<file path="src/rtl/fifo_sel_arb_if.sv">
// Bundles the request bits, release pulse and grant outputs of fifo_sel_arb.
// FIFO_SEL_STATS_EN adds the grant_cnt and preempt_flag signals.
interface fifo_sel_arb_if #(
    parameter int PORT_NUM = 4
) ();
    logic [PORT_NUM-1:0] fifo_sel_bits;
    logic                sel_release;
    logic [7:0]          fifo_sel_res_final;
    logic [PORT_NUM-1:0] sel_onehot;
    logic                sel_new;
`ifdef FIFO_SEL_STATS_EN
    logic [15:0]         grant_cnt;
    logic                preempt_flag;
`endif

    modport master (
        output fifo_sel_bits,
        output sel_release,
`ifdef FIFO_SEL_STATS_EN
        input  grant_cnt,
        input  preempt_flag,
`endif
        input  fifo_sel_res_final,
        input  sel_onehot,
        input  sel_new
    );

    modport slave (
        input  fifo_sel_bits,
        input  sel_release,
`ifdef FIFO_SEL_STATS_EN
        output grant_cnt,
        output preempt_flag,
`endif
        output fifo_sel_res_final,
        output sel_onehot,
        output sel_new
    );
endinterface

</file>
<file path="src/rtl/fifo_sel_arb.sv">
// Grants one of PORT_NUM FIFO requests at a time, holds it until release, then idles one cycle.
// Optional statistics outputs are enabled with the FIFO_SEL_STATS_EN macro.
module fifo_sel_arb #(
    parameter int PORT_NUM = 4,
    parameter int RR_MODE  = 1,
    parameter int MAX_HOLD = 0
) (
    input  logic            glb_clk,
    input  logic            glb_srst,
    fifo_sel_arb_if.slave   bus
);
    localparam int IW = (PORT_NUM > 1) ? $clog2(PORT_NUM) : 1;
    localparam int HW = (MAX_HOLD > 0) ? $clog2(MAX_HOLD + 1) : 1;
    localparam logic [HW-1:0] HOLD_LAST = (MAX_HOLD > 0) ? HW'(MAX_HOLD - 1) : '0;

    typedef enum logic [1:0] {IDLE, GRANT, GAP} state_t;

    state_t              state_q, state_d;
    logic [IW-1:0]       rr_ptr_q, rr_ptr_d;
    logic [HW-1:0]       hold_q, hold_d;
    logic [7:0]          res_q, res_d;
    logic [PORT_NUM-1:0] onehot_q, onehot_d;
    logic                new_q, new_d;
    logic                preempt;
    logic                end_grant;
    logic                win_valid;
    logic [IW-1:0]       win_idx;
    logic [IW-1:0]       base;
    logic [IW-1:0]       off;
    logic [IW:0]         sum;
    logic [2*PORT_NUM-1:0] dbl;
    logic [PORT_NUM-1:0] rot;

    // Rotate the requests so the search origin sits at bit 0, then undo the rotation.
    always_comb begin
        base = (RR_MODE != 0) ? rr_ptr_q : '0;
        dbl  = {bus.fifo_sel_bits, bus.fifo_sel_bits};
        rot  = PORT_NUM'(dbl >> base);
        off  = '0;
        for (int j = PORT_NUM - 1; j >= 0; j--) begin
            if (rot[j]) off = IW'(j);
        end
        sum = {1'b0, base} + {1'b0, off};
        if (sum >= (IW+1)'(PORT_NUM)) sum = sum - (IW+1)'(PORT_NUM);
        win_idx   = IW'(sum);
        win_valid = |bus.fifo_sel_bits;
    end

    always_comb begin
        state_d   = state_q;
        rr_ptr_d  = rr_ptr_q;
        hold_d    = hold_q;
        res_d     = res_q;
        onehot_d  = onehot_q;
        new_d     = 1'b0;
        preempt   = 1'b0;
        end_grant = 1'b0;
        case (state_q)
            GRANT: begin
                preempt   = (MAX_HOLD > 0) && (hold_q == HOLD_LAST)
                            && (|(bus.fifo_sel_bits & ~onehot_q));
                end_grant = !(|(bus.fifo_sel_bits & onehot_q)) || bus.sel_release || preempt;
                if (end_grant) begin
                    state_d  = GAP;
                    res_d    = 8'h00;
                    onehot_d = '0;
                end else if (hold_q != '1) begin
                    hold_d = hold_q + HW'(1);
                end
            end
            default: begin
                // IDLE and GAP both arbitrate; only the entry path differs.
                if (win_valid) begin
                    state_d  = GRANT;
                    hold_d   = '0;
                    res_d    = {1'b1, 7'(win_idx)};
                    onehot_d = PORT_NUM'(1) << win_idx;
                    new_d    = 1'b1;
                    rr_ptr_d = (win_idx == IW'(PORT_NUM - 1)) ? '0 : win_idx + IW'(1);
                end else begin
                    state_d  = IDLE;
                    res_d    = 8'h00;
                    onehot_d = '0;
                end
            end
        endcase
    end

    always_ff @(posedge glb_clk) begin
        if (glb_srst) begin
            state_q  <= IDLE;
            rr_ptr_q <= '0;
            hold_q   <= '0;
            res_q    <= 8'h00;
            onehot_q <= '0;
            new_q    <= 1'b0;
        end else begin
            state_q  <= state_d;
            rr_ptr_q <= rr_ptr_d;
            hold_q   <= hold_d;
            res_q    <= res_d;
            onehot_q <= onehot_d;
            new_q    <= new_d;
        end
    end

    assign bus.fifo_sel_res_final = res_q;
    assign bus.sel_onehot         = onehot_q;
    assign bus.sel_new            = new_q;

`ifdef FIFO_SEL_STATS_EN
    logic [15:0] grant_cnt_q;
    logic        preempt_q;

    // The counter moves on the same edge that raises sel_new.
    always_ff @(posedge glb_clk) begin
        if (glb_srst) begin
            grant_cnt_q <= 16'h0000;
            preempt_q   <= 1'b0;
        end else begin
            if (new_d && grant_cnt_q != 16'hFFFF) grant_cnt_q <= grant_cnt_q + 16'h0001;
            preempt_q <= preempt;
        end
    end

    assign bus.grant_cnt    = grant_cnt_q;
    assign bus.preempt_flag = preempt_q;
`endif
endmodule

</file>
<file path="src/flat_wrapper.sv">
// flat-port wrapper written by rule: the top's interface ports become plain ports
module fifo_sel_arb_flat 
#(
    parameter int PORT_NUM = 4,
    parameter int RR_MODE  = 1,
    parameter int MAX_HOLD = 0
)
  (glb_clk, glb_srst, bus_fifo_sel_bits, bus_sel_release, bus_fifo_sel_res_final, bus_sel_onehot, bus_sel_new);
  fifo_sel_arb_if #(.PORT_NUM(PORT_NUM)) bus_i ();
  input  logic glb_clk;
  input  logic glb_srst;
  input wire logic [$bits(bus_i.fifo_sel_bits)-1:0] bus_fifo_sel_bits;
  input wire logic [$bits(bus_i.sel_release)-1:0] bus_sel_release;
  output wire logic [$bits(bus_i.fifo_sel_res_final)-1:0] bus_fifo_sel_res_final;
  output wire logic [$bits(bus_i.sel_onehot)-1:0] bus_sel_onehot;
  output wire logic [$bits(bus_i.sel_new)-1:0] bus_sel_new;
  assign bus_i.fifo_sel_bits = bus_fifo_sel_bits;
  assign bus_i.sel_release = bus_sel_release;
  assign bus_fifo_sel_res_final = bus_i.fifo_sel_res_final;
  assign bus_sel_onehot = bus_i.sel_onehot;
  assign bus_sel_new = bus_i.sel_new;
  fifo_sel_arb #(.PORT_NUM(PORT_NUM), .RR_MODE(RR_MODE), .MAX_HOLD(MAX_HOLD)) u_core (.glb_clk(glb_clk), .glb_srst(glb_srst), .bus(bus_i));
endmodule
</file>
<file path="config.mk">
export PLATFORM = sky130hd
export DESIGN_NAME = fifo_sel_arb_flat
export DESIGN_NICKNAME = d
export VERILOG_FILES = /design/src/rtl/fifo_sel_arb_if.sv /design/src/rtl/fifo_sel_arb.sv /design/src/flat_wrapper.sv
export SDC_FILE = /design/constraint.sdc
export NUM_CORES = 1
export LEC_CHECK = 0
export BUFFER_PORTS_ARGS = -buffer_cell sky130_fd_sc_hd__buf_2
export CORE_ASPECT_RATIO = 1.25
export CORE_UTILIZATION = 40
export DETAILED_ROUTE_END_ITERATION = 12
export PLACE_DENSITY = 0.74
export SLEW_MARGIN = 20
export SYNTH_ARGS = -nofsm -noshare
export SYNTH_HDL_FRONTEND = slang
export SYNTH_SLANG_ARGS = --single-unit
</file>
<file path="constraint.sdc">
create_clock -name glb_clk -period 3.3 [get_ports glb_clk]
set_input_delay 0.66 -clock glb_clk [delete_from_list [all_inputs] [get_ports glb_clk]]
set_output_delay 0.66 -clock glb_clk [all_outputs]
set_load 0.01 [all_outputs]
</file>
==> results.py <==
metrics = {
    "drt": {
        "routed-via-count": 649,
        "first_pass_iters": 4,
        "drc": 0,
        "drt-initial-drc-count": 7,
        "via_per_inst": 5.454,
        "wl_mm": 1.528,
        "wire_per_inst_um": 12.84,
        "ant_nets": 0,
    },
    "critical_path": {
        "crit_path_start_kind": "flip-flop",
        "critical_path_class": "reg -> reg",
        "required_ns": 3.47,
        "worstPathArrival_ns": 2.88,
        "path_max_fanout": 11,
        "crit_chain": "nor2_1 -> a211oi_1 -> a31oi_1 -> a211o_1 -> ha_1 -> xnor2_1 -> nand3_1 -> and2_1 -> ha_1 -> mux2i_1 -> nor2_1",
        "cp-end-kind": "flip-flop",
        "cp_slowest_cell": "dfxtp_1",
        "max_stage_delay_ns": 0.55,
    },
    "power_and_ir_drop": {
        "power_density_nw_per_um2": 744.2,
        "total_power_uw": 609.9,
        "swShare_pct": 41.44,
        "p_leak_nw": 0.3598,
        "switchingPower_uw": 252.7,
        "p_comb_share_pct": 49.2,
        "internal_power_uw": 357.2,
        "vdd_drop_max_mv": 0.2750,
        "pwr-share-seq_pct": 35.5,
        "clkPwrFrac_pct": 15.3,
    },
    "finish": {
        "drive_gt1_share_pct": 30.00,
        "mostFrequentLayoutCells": "buf_2 (14), dfxtp_1 (11), nor2_1 (10), nand2_1 (8)",
        "area_growth_pct": 8.264,
        "layout.nets": 110,
        "final_util_pct": 46.42,
        "layoutNonFillerInstCount": 119,
        "antennaDiodeCount": 0,
        "layout_commonest_cell": "buf_2",
    },
    "die": {
        "die_y_um": 50.64,
        "core-area_um2": 1765,
        "die_x_um": 40.91,
        "dieArea_um2": 2071,
        "io_pins": 20,
        "start_util_pct": 42.88,
        "core.rowCount": 17,
    },
    "synth": {
        "syn_area_um2": 757.0,
        "synth.avg_cell_area_um2": 8.505,
        "synth_cell_type_count": 41,
        "ys.flop_type": "dfxtp_1",
        "ys_seq_area_share_pct": 29.09,
        "synth-seq-cells": 11,
        "synth_cells": 89,
        "async_flop_share_pct": 0,
        "yosys_warnings": 0,
        "synth-edff-count": 0,
    },
    "timing": {
        "rsz0062_at_grt": "no",
        "maxSlewViolCount": 0,
        "finalCritPeriodShare_pct": 82.09,
        "fin_ws_ns": 0.5911,
        "hold_viol_final": 0,
        "setup_tns_ns": 0,
        "finalSetupViolations": 0,
        "finClkSkew_ns": 0.005120,
        "min_period_ns": 2.709,
        "max_clock_freq_ghz": 0.3691,
    },
    "global_route": {
        "grt_pass1_wl_mm": 2.339,
        "grt_util_all_layers_pct": 17.09,
        "grt_max_degree": 12,
        "grt_overflow_total": 0,
        "antenna_found_initial": 0,
        "grt_pass1_vias": 545,
    },
    "clock_tree": {
        "htree_levels": 1,
        "clk_pin_slew_ns": 0.07,
        "ctsResizeCount": 0,
        "cts_setup_buffers": 0,
        "cts_buffer_depth": 2,
        "cts_tree": "built",
        "clk_latency_ns": 0.28,
        "cts_inserted_buffers": 3,
        "cts.sinks": 11,
        "cts_hold_buf": 0,
        "cts_root_buffer": "clkbuf_4",
    },
    "job": {
        "cap_violations": 0,
    },
    "placement": {
        "hpwl_mm": 1.196,
        "placed_cells": 115,
        "place_ws_ns": 0.3690,
        "gp_congestion": 0.8129,
        "port_buffers": 14,
    },
    "worst_hold_path": {
        "min_path_type": "reg -> reg",
    },
    "status": {
        "status": "finished, final reports clean",
    },
}
==> sequential cells by signal (all words and copies together) (netlist names) <==
signal	count
u_core.bus.sel_onehot	4
u_core.base	2
u_core.bus.fifo_sel_res_final	2
u_core.state_q	2
u_core.bus.sel_new	1
==> stage by stage <==
| step | hold WS [ns] | area (um^2) |
|---|---|---|
| 6_report | 0.4481 | 819.5 |
| 5_1_grt | 0.5032 | 819.5 |
| 4_1_cts | 0.4532 | 819.5 |
| 3_5_place_dp | 0.4434 | 793.3 |
| 3_3_place_gp | 0.4273 | 793.3 |
| 2_1_floorplan | 0.4666 | 772.0 |
==> cell type report <==
type | count | area [um^2]
Fill cell | 189 | 945.9
Multi-Input combinational cell | 71 | 479.2
Sequential cell | 11 | 220.2
Timing Repair Buffer | 14 | 70.07
Clock buffer | 4 | 26.28
Tap cell | 19 | 23.77
==> cell usage after synthesis, types with 2 or more instances <==
master	instances	area [um^2]
nor2_1	10	37.54
nor3_1	2	10.01
ha_1	2	25.02
o21ai_0	2	10.01
nand3_1	5	25.02
mux2i_1	2	20.02
buf_2	4	20.02
a21oi_1	4	20.02
buf_4	7	52.55
a22oi_1	2	15.01
dfxtp_1	11	220.2
nor3b_1	2	15.01
nand2_1	8	30.03
==> critical path, delay by kind of cell (launching register included) <==
| family | cells | cell delay, ns |
|---|---|---|
| multiplexers | 1 | 0.15 |
| adder cells (fa/ha/maj) | 2 | 0.50 |
| flip-flops | 1 | 0.55 |
| XOR/XNOR | 1 | 0.27 |
| AND/OR/NAND/NOR | 4 | 0.51 |
| AO/OA/AOI/OAI | 3 | 0.61 |
==> cells by family (layout without fill, tap and decap cells) <==
| group | count (synthesis) | after routing | synth area share, % |
|---|---|---|---|
| and+or+nand+nor | 39 | 39 | 29.26 |
| AOI/OAI and AO/OA | 21 | 21 | 23.31 |
| DFF | 11 | 11 | 29.09 |
| buffers and inverters | 11 | 18 | 9.587 |
| adders and majority gates | 2 | 2 | 3.305 |
| xor gates and xnor gates | 2 | 2 | 2.314 |
| muxes | 2 | 2 | 2.645 |
| other | 1 | 5 | 0.4954 |
==> worst paths after layout <==
check                                                 from  cells past startpoint  slack, ns                                       endpoint
max                            u_core.base[0]$_SDFFE_PP0P_                     11       0.59                    u_core.base[1]$_SDFFE_PP0P_
min          u_core.bus.fifo_sel_res_final[0]$_SDFFE_PP0P_                      2       0.45  u_core.bus.fifo_sel_res_final[0]$_SDFFE_PP0P_
max reg2reg                    u_core.base[0]$_SDFFE_PP0P_                     11       0.59                    u_core.base[1]$_SDFFE_PP0P_
min reg2reg  u_core.bus.fifo_sel_res_final[0]$_SDFFE_PP0P_                      2       0.45  u_core.bus.fifo_sel_res_final[0]$_SDFFE_PP0P_
==> routing by layer <==
| metal | vias up | share of wire, % | track usage, % |
|---|---|---|---|
| met5 | - | 0 | 0 |
| met4 | 0 | 3.1 | 11.67 |
| met3 | 5 | 4.5 | 3.097 |
| met2 | 18 | 51 | 28.39 |
| met1 | 301 | 41 | 17.86 |
| li1 | 325 | - | - |
==> power by group through the flow <==
stage / sequential, mW / clock, mW / combinational (mW)
floorplan: 0.204 / 0 / 0.252
global placement: 0.215 / 0 / 0.296
detailed placement: 0.219 / 0 / 0.300
CTS: 0.216 / 0.0943 / 0.304
global route: 0.222 / 0.0975 / 0.335
finish: 0.216 / 0.0936 / 0.300
(Power assumes the default switching activity.)
